## src/rtl/mem_port_arbiter.sv

```systemverilog
// Arbiter sharing one fixed-latency single-ported memory between instruction fetch
// and the data (load/store) stage. Data has priority; fetch is guaranteed a grant
// after STARVE_MAX consecutive data grants made while it was waiting.
module mem_port_arbiter #(
   parameter int unsigned ADDR_W     = 32,
   parameter int unsigned DATA_W     = 32,
   parameter int unsigned MEM_LAT    = 2,
   parameter int unsigned STARVE_MAX = 4
) (
   input  logic              clk,
   input  logic              rst,
   input  logic              if_req,
   input  logic [ADDR_W-1:0] if_addr,
   output logic              if_ack,
   output logic [DATA_W-1:0] if_rdata,
   input  logic              d_req,
   input  logic              d_we,
   input  logic [ADDR_W-1:0] d_addr,
   input  logic [DATA_W-1:0] d_wdata,
   input  logic [3:0]        d_be,
   output logic              d_ack,
   output logic [DATA_W-1:0] d_rdata,
   output logic              mem_en,
   output logic              mem_we,
   output logic [ADDR_W-1:0] mem_addr,
   output logic [DATA_W-1:0] mem_wdata,
   output logic [3:0]        mem_be,
   input  logic [DATA_W-1:0] mem_rdata,
   output logic              busy
);

   localparam int unsigned      CNT_W      = 4;
   localparam logic [CNT_W-1:0] LAT_LOAD   = CNT_W'(MEM_LAT - 1);
   localparam logic [CNT_W-1:0] STARVE_LIM = CNT_W'(STARVE_MAX);

   typedef enum logic [1:0] {IDLE, ACCESS, DONE} state_t;

   state_t            state_q, state_d;
   logic [CNT_W-1:0]  wait_q, wait_d;
   logic [CNT_W-1:0]  starve_q, starve_d;
   logic              win_fetch_q, win_fetch_d;
   logic              grant_fetch;

   logic              if_ack_d, d_ack_d, mem_en_d, mem_we_d, busy_d;
   logic [DATA_W-1:0] if_rdata_d, d_rdata_d, mem_wdata_d;
   logic [ADDR_W-1:0] mem_addr_d;
   logic [3:0]        mem_be_d;

   // State and registered outputs; synchronous active-low reset abandons any access.
   always_ff @(posedge clk) begin
      if (!rst) begin
         state_q     <= IDLE;
         wait_q      <= '0;
         starve_q    <= '0;
         win_fetch_q <= 1'b0;
         if_ack      <= 1'b0;
         if_rdata    <= '0;
         d_ack       <= 1'b0;
         d_rdata     <= '0;
         mem_en      <= 1'b0;
         mem_we      <= 1'b0;
         mem_addr    <= '0;
         mem_wdata   <= '0;
         mem_be      <= '0;
         busy        <= 1'b0;
      end else begin
         state_q     <= state_d;
         wait_q      <= wait_d;
         starve_q    <= starve_d;
         win_fetch_q <= win_fetch_d;
         if_ack      <= if_ack_d;
         if_rdata    <= if_rdata_d;
         d_ack       <= d_ack_d;
         d_rdata     <= d_rdata_d;
         mem_en      <= mem_en_d;
         mem_we      <= mem_we_d;
         mem_addr    <= mem_addr_d;
         mem_wdata   <= mem_wdata_d;
         mem_be      <= mem_be_d;
         busy        <= busy_d;
      end
   end

   // Next-state, arbitration and next values of the output registers.
   always_comb begin
      state_d     = state_q;
      wait_d      = wait_q;
      starve_d    = starve_q;
      win_fetch_d = win_fetch_q;
      if_ack_d    = 1'b0;
      d_ack_d     = 1'b0;
      if_rdata_d  = if_rdata;
      d_rdata_d   = d_rdata;
      mem_en_d    = mem_en;
      mem_we_d    = mem_we;
      mem_addr_d  = mem_addr;
      mem_wdata_d = mem_wdata;
      mem_be_d    = mem_be;
      busy_d      = busy;
      grant_fetch = if_req && (!d_req || (starve_q == STARVE_LIM));

      unique case (state_q)
         IDLE: begin
            if (if_req || d_req) begin
               win_fetch_d = grant_fetch;
               mem_en_d    = 1'b1;
               busy_d      = 1'b1;
               wait_d      = LAT_LOAD;
               state_d     = ACCESS;
               if (grant_fetch) begin
                  mem_we_d    = 1'b0;
                  mem_addr_d  = if_addr;
                  mem_wdata_d = '0;
                  mem_be_d    = 4'hF;
                  starve_d    = '0;
               end else begin
                  mem_we_d    = d_we;
                  mem_addr_d  = d_addr;
                  mem_wdata_d = d_wdata;
                  mem_be_d    = d_be;
                  if (!if_req)
                     starve_d = '0;
                  else if (starve_q != STARVE_LIM)
                     starve_d = starve_q + CNT_W'(1);
               end
            end
         end
         ACCESS: begin
            if (wait_q == '0) begin
               if (win_fetch_q) begin
                  if_ack_d   = 1'b1;
                  if_rdata_d = mem_rdata;
               end else begin
                  d_ack_d   = 1'b1;
                  d_rdata_d = mem_we ? '0 : mem_rdata;
               end
               mem_en_d    = 1'b0;
               mem_we_d    = 1'b0;
               mem_addr_d  = '0;
               mem_wdata_d = '0;
               mem_be_d    = '0;
               state_d     = DONE;
            end else begin
               wait_d = wait_q - CNT_W'(1);
            end
         end
         DONE: begin
            busy_d  = 1'b0;
            state_d = IDLE;
         end
         default: state_d = IDLE;
      endcase
   end

endmodule

```

## config.mk

```make
export PLATFORM = sky130hd
export DESIGN_NAME = mem_port_arbiter
export DESIGN_NICKNAME = d
export VERILOG_FILES = /design/src/rtl/mem_port_arbiter.sv
export SDC_FILE = /design/constraint.sdc
export NUM_CORES = 1
export LEC_CHECK = 0
export ABC_AREA = 1
export BUFFER_PORTS_ARGS = -buffer_cell sky130_fd_sc_hd__buf_4
export CAP_MARGIN = 5
export CORE_MARGIN = 2
export CORE_UTILIZATION = 36
export DETAILED_ROUTE_END_ITERATION = 12
export MAX_ROUTING_LAYER = met4
export PLACE_DENSITY = 0.69
export SLEW_MARGIN = 0
export SYNTH_ARGS = -nofsm -noshare
export SYNTH_HDL_FRONTEND = slang
export SYNTH_SLANG_ARGS = --single-unit
```

## constraint.sdc

```tcl
create_clock -name clk -period 2 [get_ports clk]
set_clock_uncertainty 0.2 [all_clocks]
set_input_delay 0.1 -clock clk [delete_from_list [all_inputs] [get_ports clk]]
set_output_delay 0.1 -clock clk [all_outputs]
set_load 0.02 [all_outputs]
```

* Word-level counts from Yosys, hierarchy flattened
Cells that the tools add are included.
** Word-level totals
- Flip-flop bits (word level) :: 148
- Word-level logic and storage cells :: 72
- Bits of input ports :: 137
- Output and inout bits :: 137
** Cells by class
- Bitwise operators :: 1
- Reductions and logical operators :: 17
- Equal/unequal tests :: 8
- Multiplexer cells :: 30
- $add $sub $neg :: 2
** Operator list (number)
- 32-bit two-way mux :: 6
- 32-bit one-hot mux with 2 select lines :: 2
- 4-bit two-way mux :: 8
- 3-bit AND reduction :: 6
- 4-bit one-hot mux with 2 select lines :: 2
- 1-bit two-way mux :: 6
- 2-bit inequality test (second input constant) :: 3
- 1-bit one-hot mux with 2 select lines :: 3
- 2-bit AND reduction :: 3
- 4-bit by 1-bit adder with 4-bit output (second input constant) :: 1
- 4-bit by 3-bit == test with 1-bit output (second input constant) :: 1
- 4-bit zero test :: 1
- 2-bit two-way mux :: 2
- 4-bit by 3-bit inequality test with 1-bit output (second input constant) :: 1
- 2-bit one-hot mux with 2 select lines :: 1
- 2-bit nonzero test :: 2
- 4-bit by 1-bit subtractor with 4-bit output (second input constant) :: 1
- 3-bit by 1-bit inequality test with 1-bit output (second input constant) :: 1
- 2-bit by 1-bit == test with 1-bit output (second input constant) :: 1
- 2-bit == test (second input constant) :: 1
- 2-bit zero test :: 1
- 1-bit logical OR :: 2
- 1-bit logical AND :: 1
- 1-bit zero test :: 1
- 1-bit NOT :: 1

* Logic depth before layout (Yosys ltp)
- Depth after elaboration :: 6
- Gate-level depth with buffers :: 11
- Mapped depth without buffers :: 9

* Worst setup path after synthesis
OpenSTA, ideal clock, no wires.
- Path kind :: register to register
- From :: register starve_q[0]
- To :: register mem_addr[25]
- Period minus slack after synthesis :: 1.728 ns
- Stages on the path, launching flop included :: 12
- Library setup time :: 0.057 ns
- Path buffers :: 2
- Path slack :: 0.272 ns
- Arrival time :: 1.471 ns
- Required time :: 1.743 ns
- Path through :: dfxtp_1 inv_1 ha_1 nand3_1 nand2_1 nand2_1 buf_2 buf_2 nand3_1 nand3_1 nand2_1 inv_1
** Between the ends
- Cells in the longest elaborated chain, start to end :: 6
** Ends and longest elaborated chain
- start, declared :: line 40 : logic [CNT_W-1:0] starve_q, starve_d;
- start signal, assigned :: line 69 : starve_q <= starve_d;
- 4-bit by 3-bit == test with 1-bit output :: line 100 : grant_fetch = if_req && (!d_req || (starve_q == STARVE_LIM));
- 1-bit logical OR :: line 100
- 1-bit logical AND :: line 100
- 32-bit two-way mux :: line 110 : if (grant_fetch) begin
- 32-bit two-way mux :: line 104 : if (if_req || d_req) begin
- 32-bit one-hot mux with 2 select lines :: line 102 : unique case (state_q)
- end signal, assigned :: line 77 : mem_addr <= mem_addr_d;
- end, declared :: line 25 : output logic [ADDR_W-1:0] mem_addr,
Every way passes these cells. The select of a mux whose other input is x is not followed.
A chain may end at the register's enable or synchronous reset.

* Final worst setup path
- From :: register wait_q[0]
- To :: register mem_addr[14]
** Between the ends
- Cells in the longest elaborated chain, start to end :: 3
** Ends and longest elaborated chain
- start, declared :: line 39 : logic [CNT_W-1:0] wait_q, wait_d;
- start signal, assigned :: line 68 : wait_q <= wait_d;
- 4-bit zero test :: line 129 : if (wait_q == '0) begin
- 2-bit inequality test (no line)
- 3-bit AND reduction (no line)
Every way passes these cells.

==> impl_metrics.env <==
export IMPL_p_total_mw=9.20
export IMPL_fillerInstances=1383
export IMPL_slowest_stage="buf_4"
export IMPL_numCtsBuffers=17
export IMPL_final_net_count=1321
export IMPL_dr_pass1_iters=5
export IMPL_period_minus_slack_ns=1.83
export IMPL_syn_avg_cell_area_sq_um=7.52
export IMPL_ys_seq_elements=148
export IMPL_crit_buf_inv=3
export IMPL_die_area_sq_um=17700
export IMPL_critPathTopFamily="buffers and inverters"
export IMPL_core_area_sq_um=16500
export IMPL_ys_types=24
export IMPL_first_iter_violations=473
export IMPL_cts_buffer_depth=2
export IMPL_insertion_delay_ns=0.42
export IMPL_holdPathStages=4
export IMPL_drv_slew=0
export IMPL_drt_wl_total_um=21500
export IMPL_dpl_hpwl_um=13000
export IMPL_synth_area_sq_um=6000
export IMPL_fin_setup_tns_ns=0
export IMPL_yosys_warnings=0
export IMPL_hold_viol_final=0
export IMPL_yosysSeqAreaShare_pct=49.4
export IMPL_drc_errors=0
export IMPL_io_pins=274
export IMPL_endpoint_kind="flip-flop"
export IMPL_r2r_setup_slack_ns=0.17
export IMPL_ir_drop_mv=0.569
export IMPL_die_h_um=133
export IMPL_cap_violations=0
export IMPL_status="finished clean"
export IMPL_async_reset_ff_share_pct=0
export IMPL_max_slew_margin_pct=69.4
export IMPL_worst_slew_pin_transition_ns=0.459
export IMPL_area_growth_pct=70.3
export IMPL_fmax_mhz=546
export IMPL_cp_data_arrival_time_ns=2.00
export IMPL_syn_nets=939
export IMPL_grt_pass1_vias=6900
export IMPL_final_common_cell="buf_4"
export IMPL_gp_congestion=0.824
export IMPL_clkSinkCount=148
export IMPL_globalRouteTotalUtil_pct=24.7
export IMPL_grt_remaining_overflow=0
export IMPL_setup_viol=0
export IMPL_rows=47
export IMPL_grt_start_max_net_pins=45
export IMPL_r2r_start="wait_q[0]$_SDFFE_PN0P_"
export IMPL_place_area_sq_um=8250
export IMPL_synth_edf_count=0
export IMPL_layout_drive_gt1_share_pct=28.6
export IMPL_crit_fanout=38
export IMPL_powerDensity_nw_per_um2=900
export IMPL_cts_root_buffer="clkbuf_16"
export IMPL_ys_flop_type="dfxtp_1"
export IMPL_worstHoldStart="d_req"
export IMPL_start_util_pct=36.5
export IMPL_fin_crit_sh_pct=91.7
export IMPL_final_antenna_net_count=0
export IMPL_viasPerCell=4.99
export IMPL_path_cells="inv_1 -> ha_1 -> nand3_2 -> buf_4 -> nand3_1 -> nand3_1 -> nand2_1 -> inv_1"
export IMPL_fin_ws_ns=0.167
export IMPL_final_core_util_pct=62.1
export IMPL_h_tree_depth=4
export IMPL_slowest_delay_ns=0.40
export IMPL_required_ns=2.17
export IMPL_dieWidth_um=133
export IMPL_rsz0062_at_grt="no"
export IMPL_clk_pin_slew_ns=0.06
export IMPL_hold_end="mem_en$_SDFFE_PN0P_"
export IMPL_fin_area_sq_um=10200
export IMPL_synthCells=798
export IMPL_grt_pass1_wl_um=34400
export IMPL_r2r_end="mem_addr[14]$_SDFFE_PN0P_"
export IMPL_min_path_type="input pin to flip-flop"
export IMPL_pre_cts_ws_ns=0.169
export IMPL_portBuffers=273
export IMPL_mostFrequentLayoutCells="buf_4 (285), nand3_1 (175), dfxtp_1 (148)"
export IMPL_criticalPathCategory="flip-flop to flip-flop"
export IMPL_reg2reg_depth=8
export IMPL_p_leak_nw=4.79
export IMPL_vias=7050
export IMPL_wl_per_cell_um=15.2
export IMPL_diodes=0
export IMPL_start_kind="flip-flop"
export IMPL_grt_antenna_before_repair=0
export IMPL_tritoncts="done"
[kinds of logic (layout without fill, tap and decap cells)]
logic type / count (synthesis) / in the layout / synth area share, %
adder cells (fa/ha/maj): 4 / 4 / 0.834
buffers and inverters: 121 / 516 / 8.88
AND/OR/NAND/NOR: 414 / 414 / 31.4
flip-flops: 148 / 148 / 49.4
AO/OA/AOI/OAI: 110 / 110 / 9.40
XOR/XNOR: 1 / 1 / 0.146
[worst max path at each step]
| stage | start | to | slack, ns | cells after the start |
|---|---|---|---|---|
| floorplan | starve_q[0]$_SDFFE_PN0P_ | mem_addr[25]$_SDFFE_PN0P_ | 0.27 | 11 |
| global placement | wait_q[0]$_SDFFE_PN0P_ | if_rdata[24]$_SDFFE_PN0P_ | 0.23 | 8 |
| detailed placement | wait_q[0]$_SDFFE_PN0P_ | if_rdata[22]$_SDFFE_PN0P_ | 0.17 | 8 |
| CTS | wait_q[0]$_SDFFE_PN0P_ | if_rdata[22]$_SDFFE_PN0P_ | 0.16 | 8 |
| global route | wait_q[0]$_SDFFE_PN0P_ | mem_addr[25]$_SDFFE_PN0P_ | 0.05 | 8 |
| finish | wait_q[0]$_SDFFE_PN0P_ | mem_addr[14]$_SDFFE_PN0P_ | 0.17 | 8 |
[report_power, final]
group / switching (mW) / internal (mW) / leakage [nW] / total, mW
clock: 1.37 / 1.91 / 0.297 / 3.29
combinational: 1.41 / 1.10 / 3.29 / 2.51
sequential: 0.171 / 3.23 / 1.21 / 3.40
[state kept, by name (all words and copies together), names as in the netlist]
register / cells
busy: 1
mem_be: 4
win_fetch_q: 1
mem_en: 1
state_q: 2
if_rdata: 32
d_rdata: 32
mem_we: 1
if_ack: 1
mem_wdata: 32
wait_q: 4
d_ack: 1
mem_addr: 32
starve_q: 4
[Yosys cell counts (7+ instances only)]
| cell | instances | area (sq um) |
|---|---|---|
| nand3_1 | 175 | 876 |
| dfxtp_1 | 148 | 2960 |
| nand2_1 | 124 | 465 |
| nor2_1 | 76 | 285 |
| a21oi_1 | 66 | 330 |
| inv_1 | 48 | 180 |
| o21ai_1 | 38 | 190 |
| clkbuf_1 | 34 | 128 |
| nand4_1 | 32 | 200 |
| buf_2 | 15 | 75.1 |
| buf_4 | 12 | 90.1 |
| inv_2 | 7 | 26.3 |
[timing repair]
action,in CTS,in global routing
endpoints found under the setup margin,0,7
hold buffers,136,0
resized for setup,0,2
buffers inserted,0,0
endpoints found under the hold margin,136,0
[metal layers]
metal	vias to the layer above	track usage, %	wire length, um
met5	-	-	0
met2	335	40.1	10300
met3	48	4.45	1390
li1	3433	-	-
met4	0	10.9	595
met1	3234	30.1	9190
[tightest hold or removal path: stages]
cell	delay (ns)
buf_4	0.11
o21ai_4	0.06
buf_12	0.19
a21oi_1	0.15
[metrics by stage]
step                instances  hold slack, ns
floorplan                 798          0.0488
global placement         1245           0.147
detailed placement       1245           0.150
CTS                      1413          0.0135
global route             1413          0.0395
finish                   1413          0.0361
[cell type report]
class	instances	area, sq um	share of cell area [%]
Clock buffer	18	439	4.30
Clock inverter	14	165	1.62
Inverter	55	209	2.04
Multi-Input combinational cell	529	2510	24.5
Sequential cell	148	2960	29.0
Tap cell	220	275	2.69
Timing Repair Buffer	429	3660	35.8
Power figures use the tool's default switching activity.
